**config.mk**
```make
export PLATFORM = sky130hd
export DESIGN_NAME = stream_rx_fifo
export DESIGN_NICKNAME = d
export VERILOG_FILES = /design/src/rtl/stream_rx_fifo.sv
export SDC_FILE = /design/constraint.sdc
export NUM_CORES = 1
export LEC_CHECK = 0
export ABC_AREA = 1
export CAP_MARGIN = 0
export CELL_PAD_IN_SITES_DETAIL_PLACEMENT = 1
export CELL_PAD_IN_SITES_GLOBAL_PLACEMENT = 2
export CORE_MARGIN = 2
export CORE_UTILIZATION = 43
export DETAILED_ROUTE_END_ITERATION = 10
export PLACE_DENSITY = 0.85
export SYNTH_ARGS = -nofsm -noshare
export SYNTH_HDL_FRONTEND = slang
export SYNTH_SLANG_ARGS = --single-unit
```
**constraint.sdc**
```tcl
create_clock -name clk -period 5.6 [get_ports clk]
set_input_delay 0.56 -clock clk [delete_from_list [all_inputs] [get_ports clk]]
set_output_delay 0.56 -clock clk [all_outputs]
set_load 0.1 [all_outputs]
```
**src/rtl/stream_rx_fifo.sv**
```systemverilog
// Receive-side first-word-fall-through FIFO behind a no-backpressure valid stream.
// Optional STREAM_RX_FIFO_DROP_CNT_EN adds a saturating 16-bit drop_count output.
module stream_rx_fifo #(
    parameter int DEPTH = 8,
    parameter int DW    = 16
) (
    input  logic                     clk,
    input  logic                     async_rst_n,
    input  logic                     sync_rst,
    input  logic [DW-1:0]            data_in,
    input  logic                     valid_in,
    output logic [DW-1:0]            data_out,
    output logic                     valid_out,
    input  logic                     ready_in,
    output logic [$clog2(DEPTH):0]   level,
    output logic                     full,
`ifdef STREAM_RX_FIFO_DROP_CNT_EN
    output logic [15:0]              drop_count,
`endif
    output logic                     overflow
);

    localparam int AW = $clog2(DEPTH);
    localparam int LW = AW + 1;

    logic [DW-1:0] mem [DEPTH];
    logic [AW-1:0] wr_ptr;
    logic [AW-1:0] rd_ptr;
    logic [LW-1:0] level_q;
    logic          overflow_q;
    logic          rd_en;
    logic          wr_en;
    logic          drop;

    // Status comes only from the registered level, never from valid_in/ready_in.
    assign valid_out = (level_q != '0);
    assign full      = (level_q == LW'(DEPTH));
    assign level     = level_q;
    assign overflow  = overflow_q;
    assign data_out  = mem[rd_ptr];

    always_comb begin
        rd_en = valid_out && ready_in && !sync_rst;
        wr_en = valid_in && !sync_rst && (!full || rd_en);
        drop  = valid_in && !sync_rst && full && !rd_en;
    end

    // Storage is deliberately left out of reset and flush.
    always_ff @(posedge clk) begin
        if (wr_en) begin
            mem[wr_ptr] <= data_in;
        end
    end

    always_ff @(posedge clk or negedge async_rst_n) begin
        if (!async_rst_n) begin
            wr_ptr     <= '0;
            rd_ptr     <= '0;
            level_q    <= '0;
            overflow_q <= 1'b0;
        end else if (sync_rst) begin
            wr_ptr     <= '0;
            rd_ptr     <= '0;
            level_q    <= '0;
            overflow_q <= 1'b0;
        end else begin
            if (wr_en) begin
                wr_ptr <= wr_ptr + AW'(1);
            end
            if (rd_en) begin
                rd_ptr <= rd_ptr + AW'(1);
            end
            if (wr_en && !rd_en) begin
                level_q <= level_q + LW'(1);
            end else if (rd_en && !wr_en) begin
                level_q <= level_q - LW'(1);
            end
            if (drop) begin
                overflow_q <= 1'b1;
            end
        end
    end

`ifdef STREAM_RX_FIFO_DROP_CNT_EN
    always_ff @(posedge clk or negedge async_rst_n) begin
        if (!async_rst_n) begin
            drop_count <= '0;
        end else if (sync_rst) begin
            drop_count <= '0;
        end else if (drop && (drop_count != 16'hFFFF)) begin
            drop_count <= drop_count + 16'd1;
        end
    end
`endif

endmodule

```
======== Yosys cells after proc, flatten, opt, wreduce, memory -nomap -nowiden ========
Memory sizes are Yosys's and may differ from the RTL's.
Index checks and enable logic that the tools add are counted.
operators by class
  add/sub/neg operators ................... 4
  eq/ne operators ......................... 1
  muxes and demuxes ....................... 11
  reduce and logical (&&, ||, !) cells .... 18
operators by type and width
  cell                                               count
  two-way mux 3 bit                                  4
  two-way mux 4 bit                                  3
  logical AND 1 bit                                  8
  adder 3 x 1 -> 3 bit (second input constant)       2
  nonzero test 2 bit                                 3
  adder 4 x 1 -> 4 bit (second input constant)       1
  equality test 4 bit (second input constant)        1
  logical NOT 1 bit                                  4
  two-way mux 1 bit                                  4
  nonzero test 4 bit                                 1
  subtractor 4 x 1 -> 4 bit (second input constant)  1
  nonzero test 3 bit                                 1
  logical OR 1 bit                                   1
word-level totals
  register bits after elaboration ......... 11
  RAM bits ................................ 128
  input port bits ......................... 21
  output and inout bits ................... 23
  word-level logic and storage cells ...... 39
  memories ................................ 1
memories
  memory  words  bits a word  rd ports  clocked after memory_dff  wr ports  line  RTL
  mem     8      16           1         0                         1         26    logic [DW-1:0] mem [DEPTH];

======== Depth between registers and ports, before layout ========
Gate-level depths: netlist (run 1).
  depth in word-level cells ............... 10
  depth in mapped cells ................... 14
  depth with buffers taken out ............ 14

======== Worst setup path after synthesis (run 1) ========
Ideal clock, no wire load.
  kind .................................... register to register
  from .................................... register level_q[1], in the netlist level[1]
  to ...................................... memory mem[5][0] (enable)
  library setup time ...................... 0.409 ns
  arrival ................................. 3.143 ns
  data required time ...................... 5.191 ns
  path slack .............................. 2.048 ns
  stages on the path, launching flop included .. 7
  path buffers ............................ 0
  period minus slack after synthesis ...... 3.552 ns
  path through ............................ dfrtp_1 -> nor2_2 -> nand2_1 -> inv_1 -> nand2_1 -> nand2_2 -> nor3_1
on the way
  elaborated cells between the ends (all ways) .. 9
  classes of those cells .................. eq/ne (1); mux (2); reduce/logical (6)
RTL lines
  what                                     line  RTL
  start: declaration                       29    logic [LW-1:0] level_q;
  start signal: assignment                 74    level_q <= level_q + LW'(1);
  start signal: assignment                 76    level_q <= level_q - LW'(1);
  equality test 4 bit                      37    assign full = (level_q == LW'(DEPTH));
  named net full                           16    output logic full,
  logical NOT 1 bit                        44    wr_en = valid_in && !sync_rst && (!full || rd_en);
  logical OR 1 bit                         44
  logical AND 1 bit                        44
  two-way mux 1 bit                        50    if (wr_en) begin
  two-way mux 1 bit (implied by the code)  51    mem[wr_ptr] <= data_in;
  end: declaration                         26
The timed path passes the listed nets, and every way through them passes these cells.

======== Worst setup path in the final report (run 1) ========
  from .................................... register rd_ptr[0]
  to ...................................... output port data_out[14]
on the way
  cells in the longest elaborated chain, start to end .. 1
ends and longest elaborated chain
  what                      line  RTL
  start: declaration        28    logic [AW-1:0] rd_ptr;
  start signal: assignment  71    rd_ptr <= rd_ptr + AW'(1);
  memory read (8 x 16 bit)  --
  end: declaration          12    output logic [DW-1:0] data_out,
Every way passes these cells.

==> out/summary.json, run 1 <==
{
  "setup_path": {
    "critical_path_required_time_ps": 5040,
    "r2r_setup_slack_ps": 3120,
    "crit_slowest_cell": "sky130_fd_sc_hd__clkdlybuf4s50_1",
    "r2r.worst_path.cells": 7,
    "timing.critical_path.cells": "inv_2 -> nor2_1 -> o21ai_1 -> a21oi_1 -> a31oi_1 -> clkdlybuf4s50_1",
    "timing.critical_path.slowest_cell_delay_ps": 1180,
    "path_class": "reg2out",
    "r2r-start": "level[1]$_DFFE_PN0P_",
    "kind_of_start_point_of_the_critical_path": "flop",
    "cp_max_fo": 66,
    "r2r_end": "mem[4][2]$_DFFE_PP_",
    "end_kind": "output pin",
    "worst-endpoint-arrival_ps": 4060
  },
  "sta": {
    "timing.final.setup_violations": 0,
    "totalNegativeSetupSlack_ps": 0,
    "hold-worst-slack_ps": 491,
    "finClkSkew_ps": 4.38,
    "worst_slew_margin_rel": 0.223,
    "worst_pin_slew_ps": 1170,
    "postLayoutSetupSlackWorst_ps": 983,
    "clock.fmax_mhz": 217,
    "finalHoldViolations": 0,
    "slew_limit_fails": 0,
    "finalCriticalPeriod_ps": 4620,
    "final_min_period_over_clock_period": 0.824,
    "grt_setup_unrepaired": "no"
  },
  "placement": {
    "place_congestion": 0.754,
    "dp.cells": 676,
    "buffer_ports.inserted": 43,
    "detailedPlacementHpwl_um": 8040,
    "pre_cts_ws_ps": 1370
  },
  "detailed_routing": {
    "drtIter0Drc": 248,
    "route.detailed.drc": 0,
    "detailedRoute.firstPassIterationCount": 4,
    "wl_per_cell_um": 19.1,
    "num_vias": 3726,
    "ant_nets": 0,
    "routed_wl_um": 13500,
    "viasPerCell": 5.29
  },
  "final_layout": {
    "leading_cell_types_in_the_layout_fill_and_taps_excluded": "sky130_fd_sc_hd__edfxtp_1, sky130_fd_sc_hd__nor2_1, sky130_fd_sc_hd__nand2_1",
    "final.fill_count": 1357,
    "drive_above_1_share": 0.0844,
    "diodes": 0,
    "fin_cells": 705,
    "syn_to_final_growth_pct": 19.4,
    "final_common_cell": "sky130_fd_sc_hd__edfxtp_1",
    "fin_nets": 549
  },
  "synth": {
    "synth.yosys.seq_area_share": 0.727,
    "synthesized_net_count": 498,
    "netlist_area_before_placement_um2": 5670,
    "post_synth_main_area_contributors": "sky130_fd_sc_hd__edfxtp_1, sky130_fd_sc_hd__nor2_1, sky130_fd_sc_hd__nand2_1",
    "syn-instance-count": 472,
    "post-synth-top-area-fraction": 0.678,
    "ys_ff_latch": 139,
    "yosysWarnings": 0,
    "cell_taking_the_most_area_after_synthesis": "sky130_fd_sc_hd__edfxtp_1",
    "syn_avg_cell_area_um2": 12.0,
    "synth.lib_cells_used.distinct": 25
  },
  "grt": {
    "grt.total_usage": 0.204,
    "first_global_vias": 3961,
    "globalRouteOverflowTotal": 0,
    "global_route_wire_length_before_repair_um": 21500,
    "grt_max_degree": 67,
    "grt_antenna_before_repair": 0
  },
  "cts": {
    "cts.sinks": 139,
    "post_cts.resized_instances": 0,
    "numCtsBuffers": 17,
    "postCtsSetupRepairBufs": 0,
    "cts.reportedPaths.clkPinSlew_ps": 60,
    "clock_tree.root_cell": "sky130_fd_sc_hd__clkbuf_16",
    "htree_levels": 4,
    "cts-root-to-sink-buffers": 2,
    "hold_buffers": 0,
    "tritoncts": "built",
    "insertion_delay_ps": 420
  },
  "power": {
    "power.static_leakage_nw": 2.39,
    "worst_ir_drop_vdd_uv": 236,
    "cellPowerDensity_nw_per_um2": 491
  },
  "floorplan": {
    "core_um2": 12700,
    "floorplan.die.height_um": 119,
    "initial_core_utilization": 0.446,
    "row_count": 41,
    "die-area_um2": 14100,
    "floorplan.die.width_um": 119,
    "io_pins": 44
  },
  "run_status": {
    "outcome": "complete, no violations"
  },
  "min_path": {
    "hp-class": "in2async"
  },
  "run": {
    "drv_cap": 0
  }
}
## cells by family (layout without fill, tap and decap cells)
logic type	after synthesis	count (layout)	share of synthesized area
and+or+nand+nor	180	180	0.126
DFF	139	139	0.727
AOI/OAI and AO/OA	107	107	0.0985
buffers and inverters	39	100	0.0336
adders and majority gates	5	5	0.0124
xor gates and xnor gates	2	2	0.00309
## critical path: cells and delay by family, from the launching register on
kind / cells / cell delay [ps]
DFF: 1 / 810
and+or+nand+nor: 1 / 110
buffers and inverters: 2 / 2170
AOI/OAI and AO/OA: 3 / 500
## synth_stat cells
master	number
sky130_fd_sc_hd__edfxtp_1	128
sky130_fd_sc_hd__nor2_1	87
sky130_fd_sc_hd__nand2_1	75
sky130_fd_sc_hd__o21ai_0	56
sky130_fd_sc_hd__a21oi_1	19
sky130_fd_sc_hd__a31oi_1	16
sky130_fd_sc_hd__o21ai_1	15
sky130_fd_sc_hd__inv_1	13
sky130_fd_sc_hd__buf_2	11
sky130_fd_sc_hd__dfrtp_1	11
sky130_fd_sc_hd__nand3_1	8
sky130_fd_sc_hd__clkbuf_1	6
sky130_fd_sc_hd__ha_1	4
sky130_fd_sc_hd__nor3_1	4
sky130_fd_sc_hd__buf_6	3
sky130_fd_sc_hd__inv_2	3
sky130_fd_sc_hd__buf_4	2
sky130_fd_sc_hd__nand2_2	2
sky130_fd_sc_hd__nand3_2	2
sky130_fd_sc_hd__nor2_2	2
sky130_fd_sc_hd__clkinv_1	1
sky130_fd_sc_hd__fa_1	1
sky130_fd_sc_hd__o21a_1	1
sky130_fd_sc_hd__xnor2_1	1
sky130_fd_sc_hd__xor2_1	1
## flip-flops by register name (all words and copies together), names as in the netlist
| name | flops |
|---|---|
| mem | 128 |
| level | 4 |
| rd_ptr | 3 |
| wr_ptr | 3 |
| overflow | 1 |
## stage by stage
step | power (mW) | utilization | cell area (um2)
2_1_floorplan | 2.14 | - | 5670
3_3_place_gp | 2.39 | 0.494 | 6290
3_5_place_dp | 2.42 | 0.494 | 6290
4_1_cts | 3.35 | 0.532 | 6770
5_1_grt | 3.46 | 0.532 | 6770
6_report | 3.32 | 0.532 | 6770
## metal layers
layer  wire length, um  GRT usage  up-vias  part of all wire
li1                  -          -     1771                 -
met1              6130      0.268     1868              0.46
met2              6690      0.333       68              0.50
met3               410     0.0402       19             0.030
met4               227     0.0833        0             0.017
met5                 0          0        -                 0
## layout make-up
| class | instances | area (um2) | share of cell area |
|---|---|---|---|
| Clock buffer | 23 | 448 | 0.0662 |
| Clock inverter | 6 | 26.3 | 0.00388 |
| Inverter | 17 | 63.8 | 0.00943 |
| Multi-Input combinational cell | 294 | 1380 | 0.204 |
| Sequential cell | 139 | 4120 | 0.609 |
| Tap cell | 172 | 215 | 0.0318 |
| Timing Repair Buffer | 54 | 513 | 0.0758 |
## report_power, final
group          internal [mW]  switching, mW
clock                  0.549          0.380
combinational          0.264          0.870
sequential              1.18         0.0746
## how the worst max path moves through the flow
| stage | slack, ps | cells after the start | to | startpoint |
|---|---|---|---|---|
| 4_1_cts | 910 | 6 | data_out[14] | rd_ptr[0]$_DFFE_PN0P_ |
| 3_5_place_dp | 1370 | 6 | data_out[3] | rd_ptr[0]$_DFFE_PN0P_ |
| 6_report | 980 | 6 | data_out[14] | rd_ptr[0]$_DFFE_PN0P_ |
| 5_1_grt | 650 | 6 | data_out[3] | rd_ptr[0]$_DFFE_PN0P_ |
| 2_1_floorplan | 2050 | 6 | mem[5][0]$_DFFE_PP_ | level[1]$_DFFE_PN0P_ |
| 3_3_place_gp | 1460 | 6 | data_out[8] | rd_ptr[0]$_DFFE_PN0P_ |
Power figures use the tool's default switching activity.
==> run 2, diff against run 1 <==
Settings changed: CORE_UTILIZATION 43 to 39, PLACE_DENSITY 0.85 to 0.78.
Clock period 5.6 ns to 4.7 ns, I/O delays scaled along.
==> out/summary.json, run 2 (same netlist as run 1, synthesis figures left out) <==
{
  "floorplan": {
    "row_count": {"value": 44, "change": "+7.3%"},
    "floorplan.die.height": {"value": 125, "unit": "um", "change": "+4.8%"},
    "floorplan.die.width": {"value": 125, "unit": "um", "change": "+4.8%"},
    "core": {"value": 14400, "unit": "um2", "change": "+13%"},
    "die-area": {"value": 15500, "unit": "um2", "change": "+9.9%"},
    "initial_core_utilization": {"value": 0.394, "change": "-0.0511"},
    "io_pins": {"value": 44, "change": "unchanged"}
  },
  "sta": {
    "finalCriticalPeriod_ps": 3360,
    "final_min_period_over_clock_period": 0.714,
    "finalHoldViolations": {"value": 0, "change": "unchanged"},
    "worst_pin_slew": {"value": 1280, "unit": "ps", "change": "+118 ps"},
    "clock.fmax_mhz": 298,
    "timing.final.setup_violations": {"value": 0, "change": "unchanged"},
    "totalNegativeSetupSlack": {"value": 0, "unit": "ps", "change": "unchanged"},
    "slew_limit_fails": {"value": 0, "change": "unchanged"},
    "postLayoutSetupSlackWorst": {"value": 1340, "unit": "ps", "change": "+360 ps"},
    "grt_setup_unrepaired": "no",
    "finClkSkew": {"value": 9.34, "unit": "ps", "change": "+4.96 ps"},
    "worst_slew_margin_rel": {"value": 0.144, "change": "-0.0789"}
  },
  "final_layout": {
    "area.sequential": {"value": 4120, "unit": "um2", "change": "unchanged"},
    "leading_cell_types_in_the_layout_fill_and_taps_excluded": "sky130_fd_sc_hd__edfxtp_1, sky130_fd_sc_hd__nor2_1, sky130_fd_sc_hd__nand2_1",
    "drive_above_1_share": {"value": 0.132, "change": "+0.0475"},
    "area_of_the_multi_input_gates": {"value": 1380, "unit": "um2", "change": "unchanged"},
    "regMostFlops": "mem",
    "final.fill_count": {"value": 1516, "change": "+12%"},
    "diodes": {"value": 0, "change": "unchanged"},
    "fin_nets": {"value": 551, "change": "+0.36%"},
    "final_common_cell": "sky130_fd_sc_hd__edfxtp_1",
    "syn_to_final_growth_pct": 23.2,
    "largest_reg_flops": {"value": 128, "change": "unchanged"}
  },
  "cts": {
    "post_cts.resized_instances": {"value": 0, "change": "unchanged"},
    "numCtsBuffers": {"value": 17, "change": "unchanged"},
    "cts.reportedPaths.clkPinSlew": {"value": 60, "unit": "ps", "change": "about the same"},
    "clock_tree.root_cell": "sky130_fd_sc_hd__clkbuf_16",
    "tritoncts": "built",
    "postCtsSetupRepairBufs": {"value": 0, "change": "unchanged"},
    "cts-root-to-sink-buffers": {"value": 2, "change": "unchanged"},
    "hold_buffers": {"value": 0, "change": "unchanged"},
    "htree_levels": {"value": 4, "change": "unchanged"},
    "insertion_delay": {"value": 420, "unit": "ps", "change": "about the same"},
    "cts.sinks": {"value": 139, "change": "unchanged"}
  },
  "setup_path": {
    "worst-endpoint-arrival": {"value": 2890, "unit": "ps", "change": "-1170 ps"},
    "path_class": "reg2out",
    "end_kind": "output pin",
    "cp_max_fo": {"value": 34, "change": "-48%"},
    "critical_path_required_time": {"value": 4230, "unit": "ps", "change": "-810 ps"},
    "kind_of_start_point_of_the_critical_path": "flop"
  },
  "power": {
    "power.static_leakage": {"value": 2.51, "unit": "nW", "change": "+5.1%"},
    "cellPowerDensity": {"value": 634, "unit": "nW/um2", "change": "+29%"},
    "finalPower": {"value": 4.43, "unit": "mW", "change": "+33%"},
    "worst_ir_drop_vdd": {"value": 324, "unit": "uV", "change": "+37%"}
  },
  "grt": {
    "globalRouteOverflowTotal": {"value": 0, "change": "unchanged"},
    "grt_max_degree": {"value": 66, "change": "-1.5%"},
    "grt_antenna_before_repair": {"value": 0, "change": "unchanged"},
    "grt.total_usage": {"value": 0.187, "change": "-0.0170"},
    "global_route_wire_length_before_repair": {"value": 21900, "unit": "um", "change": "+2.0%"},
    "first_global_vias": {"value": 3952, "change": "-0.23%"}
  },
  "run_status": {
    "outcome": "complete, no violations"
  },
  "run": {
    "drv_cap": {"value": 0, "change": "unchanged"}
  },
  "detailed_routing": {
    "route.detailed.drc": {"value": 0, "change": "unchanged"},
    "drtIter0Drc": {"value": 232, "change": "-6.5%"},
    "num_vias": {"value": 3747, "change": "+0.56%"},
    "ant_nets": {"value": 0, "change": "unchanged"},
    "routed_wl": {"value": 13900, "unit": "um", "change": "+3.1%"},
    "detailedRoute.firstPassIterationCount": {"value": 4, "change": "unchanged"},
    "wl_per_cell": {"value": 19.2, "unit": "um", "change": "+0.68%"},
    "viasPerCell": {"value": 5.19, "change": "-1.8%"}
  },
  "min_path": {
    "hp-class": "in2async"
  },
  "placement": {
    "detailedPlacementHpwl": {"value": 7860, "unit": "um", "change": "-2.1%"},
    "pre_cts_ws": {"value": 1720, "unit": "ps", "change": "+343 ps"},
    "place_congestion": {"value": 0.805, "change": "+6.8%"},
    "buffer_ports.inserted": {"value": 43, "change": "unchanged"}
  }
}
## run 2: cell count changes in the layout (fill, tap and decap cells not counted)
cell | previous run | this run
sky130_fd_sc_hd__clkinv_1 | 4 | 5
sky130_fd_sc_hd__buf_4 | 11 | 29
sky130_fd_sc_hd__clkinvlp_4 | 0 | 2
sky130_fd_sc_hd__clkdlybuf4s50_1 | 43 | 27
sky130_fd_sc_hd__bufinv_16 | 0 | 8
sky130_fd_sc_hd__clkinv_2 | 3 | 1
sky130_fd_sc_hd__clkbuf_1 | 6 | 0
## run 2: layout make-up
cell class | instances | share of cell area
tap | 184 | 0.0330
inverter | 17 | 0.00914
sequential | 139 | 0.590
timing repair buffer | 56 | 0.0699
clock buffer | 17 | 0.0609
clock inverter | 15 | 0.0394
multi-input combinational | 294 | 0.197
## run 2: power breakdown
group          internal, mW  total (mW)  leakage [nW]  switching [mW]
Sequential             1.41        1.47          1.30          0.0571
Combinational         0.297        1.37         0.881            1.07
Clock                  1.09        1.59         0.333           0.496
## run 2: path summary, 6_finish.rpt
| path | cells after the start | startpoint | slack [ps] | endpoint |
|---|---|---|---|---|
| setup / recovery | 6 | rd_ptr[1]$_DFFE_PN0P_ | 1340 | data_out[10] |
| hold / removal | 1 | async_rst_n | 390 | overflow$_DFFE_PN0P_ |
| setup reg to reg | 7 | level[0]$_DFFE_PN0P_ | 2260 | mem[3][1]$_DFFE_PP_ |
| hold reg to reg | 1 | overflow$_DFFE_PN0P_ | 500 | overflow$_DFFE_PN0P_ |
| max in group asynchronous | 1 | async_rst_n | 3940 | rd_ptr[0]$_DFFE_PN0P_ |
| min in group clk | 1 | overflow$_DFFE_PN0P_ | 500 | overflow$_DFFE_PN0P_ |
## run 2: routing by layer
layer	track usage	up-vias	part of all wire
met5	0	-	0
met2	0.306	69	0.49
met4	0.0872	0	0.022
li1	-	1776	-
met1	0.242	1879	0.45
met3	0.0335	23	0.032
## run 2: worst max-delay path, cell delays in order (launching register included)
cell and delay [ps]:
sky130_fd_sc_hd__dfrtp_1 1200, sky130_fd_sc_hd__inv_1 170, sky130_fd_sc_hd__buf_4 290, sky130_fd_sc_hd__nor2_1 120, sky130_fd_sc_hd__o21ai_0 120, sky130_fd_sc_hd__a31oi_1 220, sky130_fd_sc_hd__buf_4 330
## run 2: per-stage QoR
step | instance area, um2 | cells | util | hold slack (ps)
after CTS | 6980 | 722 | 0.486 | 403
after detailed placement | 6280 | 690 | 0.437 | 484
after floorplan | 5670 | 472 | - | 174
after global routing | 6980 | 722 | 0.486 | 435
final | 6980 | 722 | 0.486 | 388
after global placement | 6280 | 690 | 0.437 | 496
==> run 3, diff against run 2 <==
Clock period 4.7 ns to 3.15 ns, I/O delays scaled along.
==> out/summary.json, run 3 (same netlist as run 1, synthesis figures left out) <==
{
  "run_status": {
    "outcome": "complete, no violations"
  },
  "final_layout": {
    "fin_nets": {"value": 561, "change": "+1.8%"},
    "post-route-cell-area": {"value": 7150, "unit": "um2", "change": "+2.4%"},
    "drive_above_1_share": {"value": 0.162, "change": "+0.0304"},
    "fin_util": {"value": 0.497, "change": "+0.0115"},
    "final_common_cell": "sky130_fd_sc_hd__edfxtp_1",
    "leading_cell_types_in_the_layout_fill_and_taps_excluded": "sky130_fd_sc_hd__edfxtp_1, sky130_fd_sc_hd__nor2_1, sky130_fd_sc_hd__nand2_1",
    "fin_cells": {"value": 732, "change": "+1.4%"},
    "regMostFlops": "mem",
    "syn_to_final_growth_pct": 26.1,
    "largest_reg_flops": {"value": 128, "change": "unchanged"},
    "diodes": {"value": 0, "change": "unchanged"}
  },
  "detailed_routing": {
    "detailedRoute.firstPassIterationCount": {"value": 4, "change": "unchanged"},
    "wl_per_cell": {"value": 18.9, "unit": "um", "change": "-1.4%"},
    "routed_wl": {"value": 13900, "unit": "um", "change": "about the same"},
    "drtIter0Drc": {"value": 190, "change": "-18%"},
    "route.detailed.drc": {"value": 0, "change": "unchanged"},
    "viasPerCell": {"value": 5.20, "change": "+0.27%"},
    "ant_nets": {"value": 0, "change": "unchanged"},
    "num_vias": {"value": 3809, "change": "+1.7%"}
  },
  "sta": {
    "finalHoldViolations": {"value": 0, "change": "unchanged"},
    "timing.final.setup_violations": {"value": 0, "change": "unchanged"},
    "worst_slew_margin_rel": {"value": 0.350, "change": "+0.205"},
    "worst_pin_slew": {"value": 972, "unit": "ps", "change": "-311 ps"},
    "totalNegativeSetupSlack": {"value": 0, "unit": "ps", "change": "unchanged"},
    "grt_setup_unrepaired": "no",
    "final_min_period_over_clock_period": 0.921,
    "hold-worst-slack": {"value": 243, "unit": "ps", "change": "-145 ps"},
    "postLayoutSetupSlackWorst": {"value": 249, "unit": "ps", "change": "-1090 ps"},
    "finClkSkew": {"value": 9.71, "unit": "ps", "change": "+0.375 ps"},
    "slew_limit_fails": {"value": 0, "change": "unchanged"},
    "clock.fmax_mhz": 345,
    "finalCriticalPeriod_ps": 2900
  },
  "grt": {
    "globalRouteOverflowTotal": {"value": 0, "change": "unchanged"},
    "grt.total_usage": {"value": 0.190, "change": "+0.00315"},
    "first_global_vias": {"value": 3956, "change": "+0.10%"},
    "global_route_wire_length_before_repair": {"value": 22200, "unit": "um", "change": "+1.1%"},
    "grt_max_degree": {"value": 43, "change": "-35%"},
    "grt_antenna_before_repair": {"value": 0, "change": "unchanged"}
  },
  "cts": {
    "postCtsSetupRepairBufs": {"value": 0, "change": "unchanged"},
    "tritoncts": "built",
    "cts-root-to-sink-buffers": {"value": 2, "change": "unchanged"},
    "htree_levels": {"value": 4, "change": "unchanged"},
    "insertion_delay": {"value": 420, "unit": "ps", "change": "about the same"},
    "post_cts.resized_instances": {"value": 0, "change": "unchanged"},
    "numCtsBuffers": {"value": 17, "change": "unchanged"},
    "hold_buffers": {"value": 0, "change": "unchanged"},
    "clock_tree.root_cell": "sky130_fd_sc_hd__clkbuf_16",
    "cts.reportedPaths.clkPinSlew": {"value": 60, "unit": "ps", "change": "about the same"},
    "cts.sinks": {"value": 139, "change": "unchanged"}
  },
  "setup_path": {
    "r2r_setup_slack": {"value": 930, "unit": "ps", "change": "-1330 ps"},
    "worst_path_most_repeated_cell": "sky130_fd_sc_hd__buf_12",
    "worstSetupStartpoint": "rd_ptr[0]$_DFFE_PN0P_",
    "end_kind": "output pin",
    "setup.worst_path.end": "data_out[15]",
    "worst-endpoint-arrival": {"value": 2590, "unit": "ps", "change": "-300 ps"},
    "r2r_end": "mem[4][7]$_DFFE_PP_",
    "r2r-start": "level[0]$_DFFE_PN0P_",
    "r2r.worst_path.cells": {"value": 7, "change": "unchanged"},
    "timing.critical_path.slowest_cell_delay": {"value": 610, "unit": "ps", "change": "-590 ps"},
    "timing.critical_path.cells": "inv_2 -> buf_12 -> nor2_1 -> o21ai_0 -> a21oi_1 -> a31oi_1 -> buf_12",
    "critical_path_required_time": {"value": 2830, "unit": "ps", "change": "-1400 ps"},
    "path_class": "reg2out",
    "crit_slowest_cell": "sky130_fd_sc_hd__dfrtp_2",
    "cp_max_fo": {"value": 42, "change": "+24%"},
    "kind_of_start_point_of_the_critical_path": "flop"
  },
  "power": {
    "worst_ir_drop_vdd": {"value": 650, "unit": "uV", "change": "+100%"},
    "p_clk_frac": {"value": 0.298, "change": "-0.061"},
    "finalPower": {"value": 6.48, "unit": "mW", "change": "+46%"},
    "power.static_leakage": {"value": 2.58, "unit": "nW", "change": "+2.7%"},
    "p_comb_frac": {"value": 0.364, "change": "+0.054"},
    "pwr-share-seq": {"value": 0.338, "change": "+0.007"},
    "netSwitchingFraction": {"value": 0.389, "change": "+0.0212"},
    "p_sw": {"value": 2.52, "unit": "mW", "change": "+55%"},
    "cellPowerDensity": {"value": 907, "unit": "nW/um2", "change": "+43%"},
    "internal_power": {"value": 3.96, "unit": "mW", "change": "+41%"}
  },
  "floorplan": {
    "io_pins": {"value": 44, "change": "unchanged"},
    "die-area": {"value": 15500, "unit": "um2", "change": "unchanged"},
    "initial_core_utilization": {"value": 0.394, "change": "unchanged"},
    "row_count": {"value": 44, "change": "unchanged"},
    "floorplan.die.width": {"value": 125, "unit": "um", "change": "unchanged"},
    "core": {"value": 14400, "unit": "um2", "change": "unchanged"},
    "floorplan.die.height": {"value": 125, "unit": "um", "change": "unchanged"}
  },
  "placement": {
    "pre_cts_ws": {"value": 540, "unit": "ps", "change": "-1180 ps"},
    "detailedPlacementHpwl": {"value": 8650, "unit": "um", "change": "+10%"},
    "placed_area": {"value": 6570, "unit": "um2", "change": "+4.6%"},
    "place_congestion": {"value": 0.761, "change": "-5.5%"},
    "dp.cells": {"value": 700, "change": "+1.4%"},
    "buffer_ports.inserted": {"value": 43, "change": "unchanged"}
  },
  "min_path": {
    "hp-class": "in2async"
  },
  "run": {
    "drv_cap": {"value": 0, "change": "unchanged"}
  }
}
run 3: cell count changes in the layout (fill, tap and decap cells not counted), sizes merged:
| cell | before | now |
|---|---|---|
| buf | 29 | 41 |
| bufinv | 8 | 2 |
| clkinvlp | 2 | 6 |
| clkdlybuf4s50 | 27 | 25 |
| inv | 16 | 18 |
run 3: power by group through the flow:
stage	sequential, mW	clock [mW]	combinational, mW
final	2.19	1.93	2.36
after global routing	2.21	2.03	2.50
after CTS	2.19	1.97	2.38
after detailed placement	2.23	0	2.37
after global placement	2.23	0	2.34
after floorplan	2.35	0	1.47
run 3: layer usage:
| metal | up-vias | track usage | routed length (um) |
|---|---|---|---|
| li1 | 1795 | - | - |
| met1 | 1894 | 0.245 | 6040 |
| met2 | 92 | 0.301 | 6820 |
| met3 | 28 | 0.0528 | 668 |
| met4 | 0 | 0.0853 | 344 |
| met5 | - | 0 | 0 |
run 3: cell type report:
cell class	instances	area, um2
timing repair buffer	66	771
sequential	139	4120
fill	1489	7220
tap	184	230
clock inverter	15	150
clock buffer	17	425
inverter	17	63.8
multi-input combinational	294	1390
run 3: how the worst min path moves through the flow:
stage / start / to / cells after the start
final: async_rst_n / overflow$_DFFE_PN0P_ / 1
after global routing: async_rst_n / overflow$_DFFE_PN0P_ / 1
after CTS: async_rst_n / overflow$_DFFE_PN0P_ / 1
after detailed placement: overflow$_DFFE_PN0P_ / overflow$_DFFE_PN0P_ / 1
after global placement: overflow$_DFFE_PN0P_ / overflow$_DFFE_PN0P_ / 1
after floorplan: async_rst_n / level[0]$_DFFE_PN0P_ / 0
run 3: worst max-delay path, delay by kind of cell (launching register included):
| kind | cells | cell delay, ps |
|---|---|---|
| buffers and inverters | 3 | 920 |
| flip-flops | 1 | 610 |
| AO/OA/AOI/OAI | 3 | 560 |
| AND/OR/NAND/NOR | 1 | 60 |
